## src/rtl/round_controller.sv

```systemverilog
// Round sequencer for a card hand: deals cards on entry to each round, steps
// rounds on advance, and resolves the final tally round as a new hand or a cashout.
module round_controller #(
  parameter int NUM_ROUNDS = 5,
  parameter int DEAL_FIRST = 4,
  parameter int DEAL_REST  = 1,
  parameter int HAND_W     = 8,
  localparam int RW = ($clog2(NUM_ROUNDS) < 1) ? 1 : $clog2(NUM_ROUNDS)
) (
  input  logic              clk,
  input  logic              rst,
  input  logic              advance,
  input  logic              cashout,
  input  logic              deal_ack,
  input  logic [3:0]        deal_data,
  output logic              deal_req,
  output logic [3:0]        card_out,
  output logic              card_valid,
  output logic [RW-1:0]     round,
  output logic              cashed_out,
  output logic              hand_done,
  output logic [HAND_W-1:0] hand_cnt
);

  typedef enum logic [1:0] {
    S_INIT    = 2'd0,
    S_DEAL    = 2'd1,
    S_WAIT    = 2'd2,
    S_CASHOUT = 2'd3
  } state_t;

  localparam logic [RW-1:0] LAST_ROUND   = RW'(NUM_ROUNDS - 1);
  localparam logic [3:0]    DEAL_FIRST_C = 4'(DEAL_FIRST);
  localparam logic [3:0]    DEAL_REST_C  = 4'(DEAL_REST);

  state_t              state, state_next;
  logic [3:0]          deal_cnt, deal_cnt_next;
  logic [RW-1:0]       round_next;
  logic [3:0]          card_next;
  logic                card_valid_next;
  logic                hand_done_next;
  logic [HAND_W-1:0]   hand_cnt_next;

  always_comb begin
    // NOTE: every signal gets a default before the case so no path leaves
    // one unassigned, which would otherwise infer a latch.
    state_next      = state;
    deal_cnt_next   = deal_cnt;
    round_next      = round;
    card_next       = card_out;
    card_valid_next = 1'b0;
    hand_done_next  = 1'b0;
    hand_cnt_next   = hand_cnt;

    unique case (state)
      S_INIT: begin
        state_next    = S_DEAL;
        round_next    = '0;
        deal_cnt_next = DEAL_FIRST_C;
      end

      S_DEAL: begin
        // advance is deliberately not looked at here: it is dropped, not queued
        if (deal_ack) begin
          card_next       = deal_data;
          card_valid_next = 1'b1;
          deal_cnt_next   = deal_cnt - 4'd1;
          if (deal_cnt == 4'd1) state_next = S_WAIT;
        end
      end

      S_WAIT: begin
        if (round == LAST_ROUND) begin
          if (cashout) begin
            state_next = S_CASHOUT;
          end else if (advance) begin
            round_next     = '0;
            hand_done_next = 1'b1;
            hand_cnt_next  = hand_cnt + 1'b1;
            deal_cnt_next  = DEAL_FIRST_C;
            state_next     = S_DEAL;
          end
        end else if (advance) begin
          round_next = round + 1'b1;
          // entering the tally round never deals
          if (round_next != LAST_ROUND && DEAL_REST > 0) begin
            deal_cnt_next = DEAL_REST_C;
            state_next    = S_DEAL;
          end
        end
      end

      S_CASHOUT: begin
        if (!cashout) begin
          round_next     = '0;
          hand_done_next = 1'b1;
          hand_cnt_next  = hand_cnt + 1'b1;
          state_next     = S_INIT;
        end
      end

      default: state_next = S_INIT;
    endcase
  end

  // Outputs are flopped from next-state values so none of them sees an input
  // combinationally.
  always_ff @(posedge clk or posedge rst) begin
    if (rst) begin
      state      <= S_INIT;
      deal_cnt   <= '0;
      round      <= '0;
      card_out   <= '0;
      card_valid <= 1'b0;
      hand_done  <= 1'b0;
      hand_cnt   <= '0;
      deal_req   <= 1'b0;
      cashed_out <= 1'b0;
    end else begin
      // NOTE: non-blocking assignments so every flop samples pre-edge values.
      state      <= state_next;
      deal_cnt   <= deal_cnt_next;
      round      <= round_next;
      card_out   <= card_next;
      card_valid <= card_valid_next;
      hand_done  <= hand_done_next;
      hand_cnt   <= hand_cnt_next;
      deal_req   <= (state_next == S_DEAL);
      cashed_out <= (state_next == S_CASHOUT);
    end
  end

endmodule

```

## config.mk

```make
export PLATFORM = sky130hd
export DESIGN_NAME = round_controller
export DESIGN_NICKNAME = d
export VERILOG_FILES = /design/src/rtl/round_controller.sv
export SDC_FILE = /design/constraint.sdc
export NUM_CORES = 1
export LEC_CHECK = 0
export ABC_AREA = 0
export CORE_UTILIZATION = 52
export CTS_BUF_LIST = sky130_fd_sc_hd__clkbuf_2
export CTS_CLUSTER_SIZE = 16
export DETAILED_ROUTE_END_ITERATION = 10
export DONT_BUFFER_PORTS = 1
export GPL_TIMING_DRIVEN = 1
export PLACE_DENSITY = 0.65
export SYNTH_ARGS = -nofsm -noshare
export SYNTH_HDL_FRONTEND = slang
export SYNTH_SLANG_ARGS = --single-unit
```

## constraint.sdc

```tcl
create_clock -name clk -period 4.6 [get_ports clk]
set_clock_uncertainty 0.1 [all_clocks]
set_input_delay 0.46 -clock clk [delete_from_list [all_inputs] [get_ports clk]]
set_output_delay 0.46 -clock clk [all_outputs]
set_load 0.1 [all_outputs]
```

==> results.json, run 1 <==
{
  "setup_viol": 0,
  "fin_crit_sh_pct": 59.55,
  "routed_wirelength_um": 2241,
  "vias": 894,
  "gr-usage-all-layers_pct": 18.23,
  "cts_sinks": 25,
  "register_area_um2": 625.6,
  "drc": 0,
  "yosysTopAreaCell": "dfrtp_1",
  "synth-seq-cells": 25,
  "r2r-start": "round[0]",
  "synth.distinct_cells": 36,
  "syn2layout_area_growth_pct": 4.413,
  "fillCellCount": 211,
  "fin_crit_ns": 2.739,
  "numCtsBuffers": 3,
  "max_freq_ghz": 0.3651,
  "final_common_cell": "dfrtp_1",
  "die_w_um": 52.62,
  "yosys_warnings": 0,
  "rsz0062_at_grt": "false",
  "critPathMaxFanout": 5,
  "cts.clk_slew.worst_paths_ns": 0.24,
  "postRouteAntennaNets": 0,
  "clock-root-buffer": "clkbuf_2",
  "endpoint_kind": "register",
  "h-tree-depth": 1,
  "grt_antenna_before_repair": 0,
  "grt_max_degree": 26,
  "post_cts_resized": 0,
  "coreArea_mm2": 0.002318,
  "dr.pass1.iters": 4,
  "cts_tree": "built",
  "drive_gt1_share_pct": 10.40,
  "ir_drop_uv": 447.7,
  "ys_seq_area_share_pct": 46.95,
  "async_flop_share_pct": 100.0,
  "reg2regPathDepth": 6,
  "die_area_mm2": 0.002769,
  "ys_top_cells_by_area": "dfrtp_1 47%, ha_1 11%, mux2_2 4.2%",
  "clkLatencyLatePin_ns": 0.36,
  "synth_edf_count": 0,
  "startpoint": "round[0]",
  "cp_data_required_time_ns": 4.79,
  "multi_input_area_um2": 645.6,
  "grt_pass1_wl_um": 3726,
  "via_per_inst": 5.843,
  "p_per_area_mw_per_mm2": 673.4,
  "setup_tns_ns": 0,
  "drtIter0Drc": 11,
  "place_hpwl_um": 1669,
  "syn-cell-area_mm2": 0.001333,
  "status": "finished, final reports clean",
  "final_cells": 153,
  "p_leak_nw": 0.6465,
  "boundaryPins": 28,
  "tightest_slew_ns": 1.022,
  "wl_per_cell_um": 14.65,
  "worstHoldPathType": "input pin to asynchronous set/reset pin",
  "layout_common_cells": "25 x dfrtp_1, 14 x inv_1, 12 x ha_1, 7 x nand3_1",
  "diodes": 0,
  "synthFlopType": "dfrtp_1",
  "synthCells": 122,
  "maxCapViolCount": 0,
  "dp_cells": 148,
  "portBuffers": 0,
  "critPathLaunchType": "register",
  "grt_pass1_vias": 847,
  "chipHeight_um": 52.62,
  "final-hold-violation-count": 0,
  "grt.overflow.total": 0,
  "syn-num-nets": 143,
  "rrSetupSlack_ns": 1.86,
  "start_util_pct": 57.47,
  "slew_headroom_pct": 31.87,
  "cp.arrival_ns": 2.93,
  "fin_nets": 147,
  "syn_avg_cell_area_um2": 10.92,
  "slew_violations": 0,
  "cts_buffer_depth": 2,
  "gp_congestion": 0.8717,
  "critPathKind": "register to register",
  "rows": 17,
  "synth_top_cell_area_share_pct": 46.95
}
[final timing paths]
check / end
setup / recovery: deal_cnt[3]
hold / removal: cashed_out
setup reg to reg: deal_cnt[3]
hold reg to reg: deal_cnt[3]
max in group asynchronous: hand_cnt[3]
min in group clk: card_out[3]
[per-layer routing]
layer	routed length, um	global-route usage, %	share of wire [%]	vias up
li1	-	-	-	430
met1	1090	24.50	49	438
met5	0	0	0	-
met2	1028	28.69	46	23
met4	29	6.579	1.3	0
met3	92	3.768	4.1	3
[per-stage QoR]
step	worst slack, ns	power [mW]	util [%]	cell area, um2	hold WS, ns
global route	1.732	0.9937	60.01	1391	0.08430
floorplan	2.115	0.8006	-	1333	0.3873
detailed placement	1.908	0.8516	58.61	1359	0.4311
global placement	1.977	0.8473	58.61	1359	0.4296
finish	1.861	0.9369	60.01	1391	0.04918
CTS	1.887	0.9407	59.58	1381	0.01466
[power by group]
group	internal [mW]	leakage (nW)	switching [mW]	total (mW)
combinational	0.121	0.309	0.126	0.248
clock	0.0202	0.0126	0.0685	0.0887
sequential	0.271	0.325	0.330	0.601
[synthesized netlist by cell type, drive strengths merged (2+ instances only)]
cell type and n:
dfrtp 25, inv 14, ha 12, nand2 7, nand3 7, xnor2 6
a21oi 5, mux2 5, mux2i 4, and2 3, nand4 3, nor2 3
a221oi 2, a31oi 2, and3 2, nand2b 2, nor2b 2, o211ai 2
o21ai 2
[flip-flops by register name (all words and copies together) (netlist names)]
name        flops
card_out        4
card_valid      1
cashed_out      1
deal_cnt        4
deal_req        1
hand_cnt        8
hand_done       1
round           3
state           2
[cell type report]
cell class | count | area share (%)
Multi-Input combinational cell | 81 | 46.40
Sequential cell | 25 | 44.96
Inverter | 14 | 3.777
Tap cell | 28 | 2.518
Clock buffer | 3 | 1.079
Timing Repair Buffer | 1 | 0.7194
Clock inverter | 1 | 0.5396
[cell families (layout without fill, tap and decap cells)]
logic type / Yosys count / after routing / synth area share [%]
and+or+nand+nor: 34 / 34 / 14.74
AOI/OAI and AO/OA: 19 / 19 / 10.61
muxes: 9 / 9 / 7.230
DFF: 25 / 25 / 46.95
adders and majority gates: 12 / 12 / 11.27
buffers and inverters: 16 / 19 / 4.600
xor gates and xnor gates: 7 / 7 / 4.601
[worst max-delay path, stage by stage (launching register included)]
cell,delay (ns)
dfrtp_1,1.00
inv_1,0.20
ha_1,0.31
a21boi_1,0.36
a221oi_1,0.20
and2_1,0.25
a32o_1,0.26
[what timing repair did]
| item | in CTS | in global routing |
|---|---|---|
| hold buffers | 0 | 1 |
| hold endpoints to repair | 0 | 1 |
| setup buffers | 0 | 0 |
No activity file was read; power rests on OpenSTA's default activity.
==> run 2, diff against run 1 <==
==> constraint.sdc (replaced) <==
create_clock -name clk -period 2.74 [get_ports clk]
set_clock_uncertainty 0.1 [all_clocks]
set_input_delay 0.274 -clock clk [delete_from_list [all_inputs] [get_ports clk]]
set_output_delay 0.274 -clock clk [all_outputs]
set_load 0.1 [all_outputs]
==> results.json, run 2 (synthesis gave the netlist of run 1 again) <==
{
  "gr-usage-all-layers_pct": 21.28,
  "grt_pass1_wl_um": 4250,
  "fin_crit_ns": 2.197,
  "wl_per_cell_um": 15.49,
  "final_common_cell": "dfrtp_1",
  "dr.pass1.iters": 4,
  "routed_wirelength_um": 2633,
  "dp_cells": 159,
  "top_layer": "met4",
  "chipHeight_um": 52.62,
  "place_hpwl_um": 1869,
  "regMostFlops": "hand_cnt",
  "cts_sinks": 25,
  "fillCellCount": 190,
  "drtIter0Drc": 32,
  "clkLatencyLatePin_ns": 0.35,
  "status": "finished, final reports clean",
  "setup_viol": 0,
  "layout_common_cells": "25 x dfrtp_1, 14 x inv_1, 12 x ha_1, 11 x buf_4",
  "tightest_slew_ns": 0.9461,
  "grt.overflow.total": 0,
  "p_leak_nw": 0.7345,
  "final-hold-violation-count": 0,
  "endpoint_kind": "register",
  "dr_wl_met3_um": 154,
  "grt_max_degree": 26,
  "largest_reg_flops": 8,
  "drc": 0,
  "cts_buffer_depth": 2,
  "cp_data_required_time_ns": 2.95,
  "critPathMaxFanout": 9,
  "ir_drop_uv": 1056,
  "die_area_mm2": 0.002769,
  "fin_nets": 164,
  "cp.arrival_ns": 2.41,
  "coreArea_mm2": 0.002318,
  "final_cells": 170,
  "syn2layout_area_growth_pct": 14.93,
  "boundaryPins": 28,
  "grt_antenna_before_repair": 0,
  "p_per_area_mw_per_mm2": 1062,
  "maxCapViolCount": 0,
  "die_w_um": 52.62,
  "worstHoldPathType": "input pin to register",
  "setup_tns_ns": 0,
  "fin_crit_sh_pct": 80.19,
  "dr_wl_met2_um": 1265,
  "cts.clk_slew.worst_paths_ns": 0.24,
  "rsz0062_at_grt": "false",
  "max_freq_ghz": 0.4551,
  "grt_pass1_vias": 974,
  "slew_headroom_pct": 36.85,
  "diodes": 0,
  "clock-root-buffer": "clkbuf_2",
  "start_util_pct": 57.47,
  "critPathKind": "register to register",
  "rows": 17,
  "critPathLaunchType": "register",
  "portBuffers": 0,
  "vias": 994,
  "numCtsBuffers": 3,
  "drive_gt1_share_pct": 16.90,
  "h-tree-depth": 1,
  "postRouteAntennaNets": 0,
  "gp_congestion": 0.8491,
  "slew_violations": 0,
  "wl_met1_um": 1138,
  "via_per_inst": 5.847,
  "top_regs": "hand_cnt x8, card_out x4, deal_cnt x4",
  "post_cts_resized": 0,
  "cts_tree": "built"
}
-- run 2: cell count changes in the layout (fill, tap and decap cells not counted) --
| cell | before | now |
|---|---|---|
| clkinv_2 | 0 | 1 |
| dlygate4sd3_1 | 1 | 7 |
| clkinvlp_4 | 1 | 0 |
| buf_4 | 0 | 11 |
-- run 2: final timing paths --
kind                                  start     endpoint  slack, ns  depth (start not counted)
worst min register to register  hand_cnt[3]  hand_cnt[3]       0.44                          1
worst min-delay path                advance    hand_done       0.01                          2
worst max register to register     state[0]  deal_cnt[3]       0.54                          6
max in group asynchronous               rst     round[0]       1.53                          2
worst max-delay path               state[0]  deal_cnt[3]       0.54                          6
min in group asynchronous               rst     state[1]       0.43                          2
-- run 2: stage by stage --
stage | setup slack (ns) | power, mW | util [%] | area [um2] | hold slack (ns)
floorplan | 0.2553 | 1.344 | - | 1333 | 0.2013
global placement | 0.6676 | 1.451 | 62.17 | 1441 | 0.2488
detailed placement | 0.5940 | 1.478 | 62.17 | 1441 | 0.2498
CTS | 0.5462 | 1.631 | 65.62 | 1521 | 0.0007630
global route | 0.3850 | 1.720 | 66.05 | 1531 | 0.003314
finish | 0.5429 | 1.627 | 66.05 | 1531 | 0.01207
-- run 2: worst max-delay path: stages, from the launching register on --
cell,delay [ns]
dfrtp_1,0.52
inv_1,0.10
ha_1,0.31
a21boi_1,0.18
a221oi_1,0.46
and2_1,0.29
a32o_1,0.20
-- run 2: layout make-up --
class                           instances  area (um2)  share of cell area, %
Tap cell                               28       35.03                  2.288
Sequential cell                        25       625.6                  40.85
Timing Repair Buffer                   18       152.6                  9.967
Clock buffer                            3       15.01                 0.9804
Multi-Input combinational cell         81       645.6                  42.16
Inverter                               14       52.55                  3.431
Clock inverter                          1       5.005                 0.3268
-- run 2: power breakdown --
group	internal [mW]	switching, mW	total (mW)
logic	0.233	0.377	0.610
clock network	0.0331	0.111	0.144
registers	0.457	0.415	0.873
-- run 2: per-layer routing --
layer | GRT usage (%) | vias up
met5 | 0 | -
met2 | 35.86 | 50
met4 | 8.772 | 0
met1 | 25.95 | 466
li1 | - | 467
met3 | 4.638 | 11
-- run 2: what timing repair did --
action,CTS,global route
hold endpoints to repair,30,1
buffers inserted,0,0
hold buffers,6,1
setup endpoints to repair,0,0
==> run 3, diff against run 2 <==
--- a/config.mk
+++ b/config.mk
@@ -12,7 +12,7 @@
 export DETAILED_ROUTE_END_ITERATION = 10
 export DONT_BUFFER_PORTS = 1
 export GPL_TIMING_DRIVEN = 1
-export PLACE_DENSITY = 0.65
+export PLACE_DENSITY = 0.68
 export SYNTH_ARGS = -nofsm -noshare
 export SYNTH_HDL_FRONTEND = slang
 export SYNTH_SLANG_ARGS = --single-unit
==> constraint.sdc (replaced) <==
create_clock -name clk -period 2 [get_ports clk]
set_clock_uncertainty 0.1 [all_clocks]
set_input_delay 0.2 -clock clk [delete_from_list [all_inputs] [get_ports clk]]
set_output_delay 0.2 -clock clk [all_outputs]
set_load 0.1 [all_outputs]
==> results.json, run 3 (synthesis gave the netlist of run 1 again) <==
{
  "portBuffers": 0,
  "chipHeight_um": 52.62,
  "clkLatencyLatePin_ns": 0.34,
  "numCtsBuffers": 3,
  "cts_tree": "built",
  "top_regs": "hand_cnt x8, card_out x4, deal_cnt x4",
  "worstHoldPathType": "input pin to register",
  "rows": 17,
  "cp_data_required_time_ns": 2.18,
  "tightest_slew_ns": 0.3670,
  "post-route-cell-area_mm2": 0.001702,
  "maxCapViolCount": 0,
  "place_hpwl_um": 1815,
  "dp_slack_ns": -0.001293,
  "grt_max_degree": 26,
  "report.power.total_mw": 2.403,
  "p_leak_nw": 0.7980,
  "cp.arrival_ns": 2.09,
  "drive_gt1_share_pct": 31.85,
  "fin_crit_sh_pct": 95.62,
  "grt_pass1_wl_um": 4077,
  "grt_antenna_before_repair": 0,
  "drtIter0Drc": 38,
  "fin_ws_ns": 0.08764,
  "slowest_delay_ns": 0.49,
  "gr-usage-all-layers_pct": 20.65,
  "fin_crit_ns": 1.912,
  "vias": 1013,
  "fin_nets": 179,
  "cp_slowest_cell": "dfrtp_2",
  "crit_chain": "inv_1 -> ha_2 -> a21boi_2 -> a221oi_4 -> and2_2 -> a32o_1",
  "cts_buffer_depth": 2,
  "syn2layout_area_growth_pct": 27.70,
  "final_common_cell": "buf_4",
  "r2r-start": "state[0]",
  "p_per_area_mw_per_mm2": 1412,
  "endpoint_kind": "register",
  "status": "finished, final reports clean",
  "drc": 0,
  "cts.clk_slew.worst_paths_ns": 0.24,
  "die_area_mm2": 0.002769,
  "cts_sinks": 25,
  "via_per_inst": 5.476,
  "ir_drop_uv": 1167,
  "postRouteAntennaNets": 0,
  "slew_violations": 0,
  "diodes": 0,
  "max_freq_ghz": 0.5229,
  "dr.pass1.iters": 4,
  "h-tree-depth": 1,
  "setup_viol": 0,
  "critPathLaunchType": "register",
  "critPathMaxFanout": 9,
  "hold_start": "advance",
  "grt.overflow.total": 0,
  "critPathKind": "register to register",
  "gp_congestion": 0.8657,
  "routed_wirelength_um": 2572,
  "slew_headroom_pct": 75.54,
  "coreArea_mm2": 0.002318,
  "start_util_pct": 57.47,
  "layout_common_cells": "25 x buf_4, 20 x dfrtp_1, 14 x inv_1, 9 x ha_1, 8 x dlygate4sd3_1",
  "placed_area_mm2": 0.001558,
  "largest_reg_flops": 8,
  "clock-root-buffer": "clkbuf_2",
  "wl_per_cell_um": 13.90,
  "boundaryPins": 28,
  "startpoint": "state[0]",
  "regMostFlops": "hand_cnt",
  "final-hold-violation-count": 0,
  "grt_pass1_vias": 984,
  "die_w_um": 52.62
}
## run 3: layout make-up
cell class,count,area (um2)
Clock buffer,3,15.01
Clock inverter,1,7.507
Fill cell,170,616.8
Inverter,14,52.55
Multi-Input combinational cell,81,686.9
Sequential cell,25,636.9
Tap cell,28,35.03
Timing Repair Buffer,33,267.8
## run 3: through the flow
stage	util (%)	TNS (ns)	std cells	hold slack (ns)
final	73.39	0	185	0.03275
after global routing	73.39	-0.01688	185	0.01477
after CTS	72.05	0	184	0.01098
after detailed placement	67.19	-0.001293	171	0.06465
after global placement	67.19	0	171	0.05564
after floorplan	-	0	122	0.1273
## run 3: timing repair
action	in CTS	in global routing
setup buffers	1	1
endpoints found under the setup margin	3	10
gates resized for setup	2	6
hold endpoints to repair	40	0
hold buffers	8	0
pin swaps	0	1
## run 3: layer usage
layer / share of wire (%) / vias to the layer above / global-route usage [%]
li1: - / 493 / -
met1: 44 / 482 / 26.15
met2: 49 / 34 / 33.33
met3: 5.3 / 4 / 4.348
met4: 1.0 / 0 / 9.649
met5: 0 / - / 0
## run 3: path summary, 6_finish.rpt
kind                                     to  slack (ns)  cells after the start
worst min register to register  hand_cnt[7]        0.40                      1
worst max register to register  deal_cnt[3]        0.09                      6
min in group asynchronous          state[0]        0.22                      3
worst min-delay path               state[0]        0.03                      2
max in group asynchronous          round[0]        1.32                      3
worst max-delay path            deal_cnt[3]        0.09                      6
## run 3: critical path: cells and delay by family (launching register included)
family	cells	cell delay [ns]
simple gates	1	0.24
flops	1	0.49
fa+ha+maj	1	0.26
compound gates	3	0.65
buf+inv	1	0.10
## run 3: report_power, final
part           leakage [nW]  switching (mW)  internal (mW)  total (mW)
Combinational         0.468            1.01          0.456        1.47
Sequential            0.317          0.0916          0.640       0.732
Clock                0.0126           0.156         0.0464       0.203
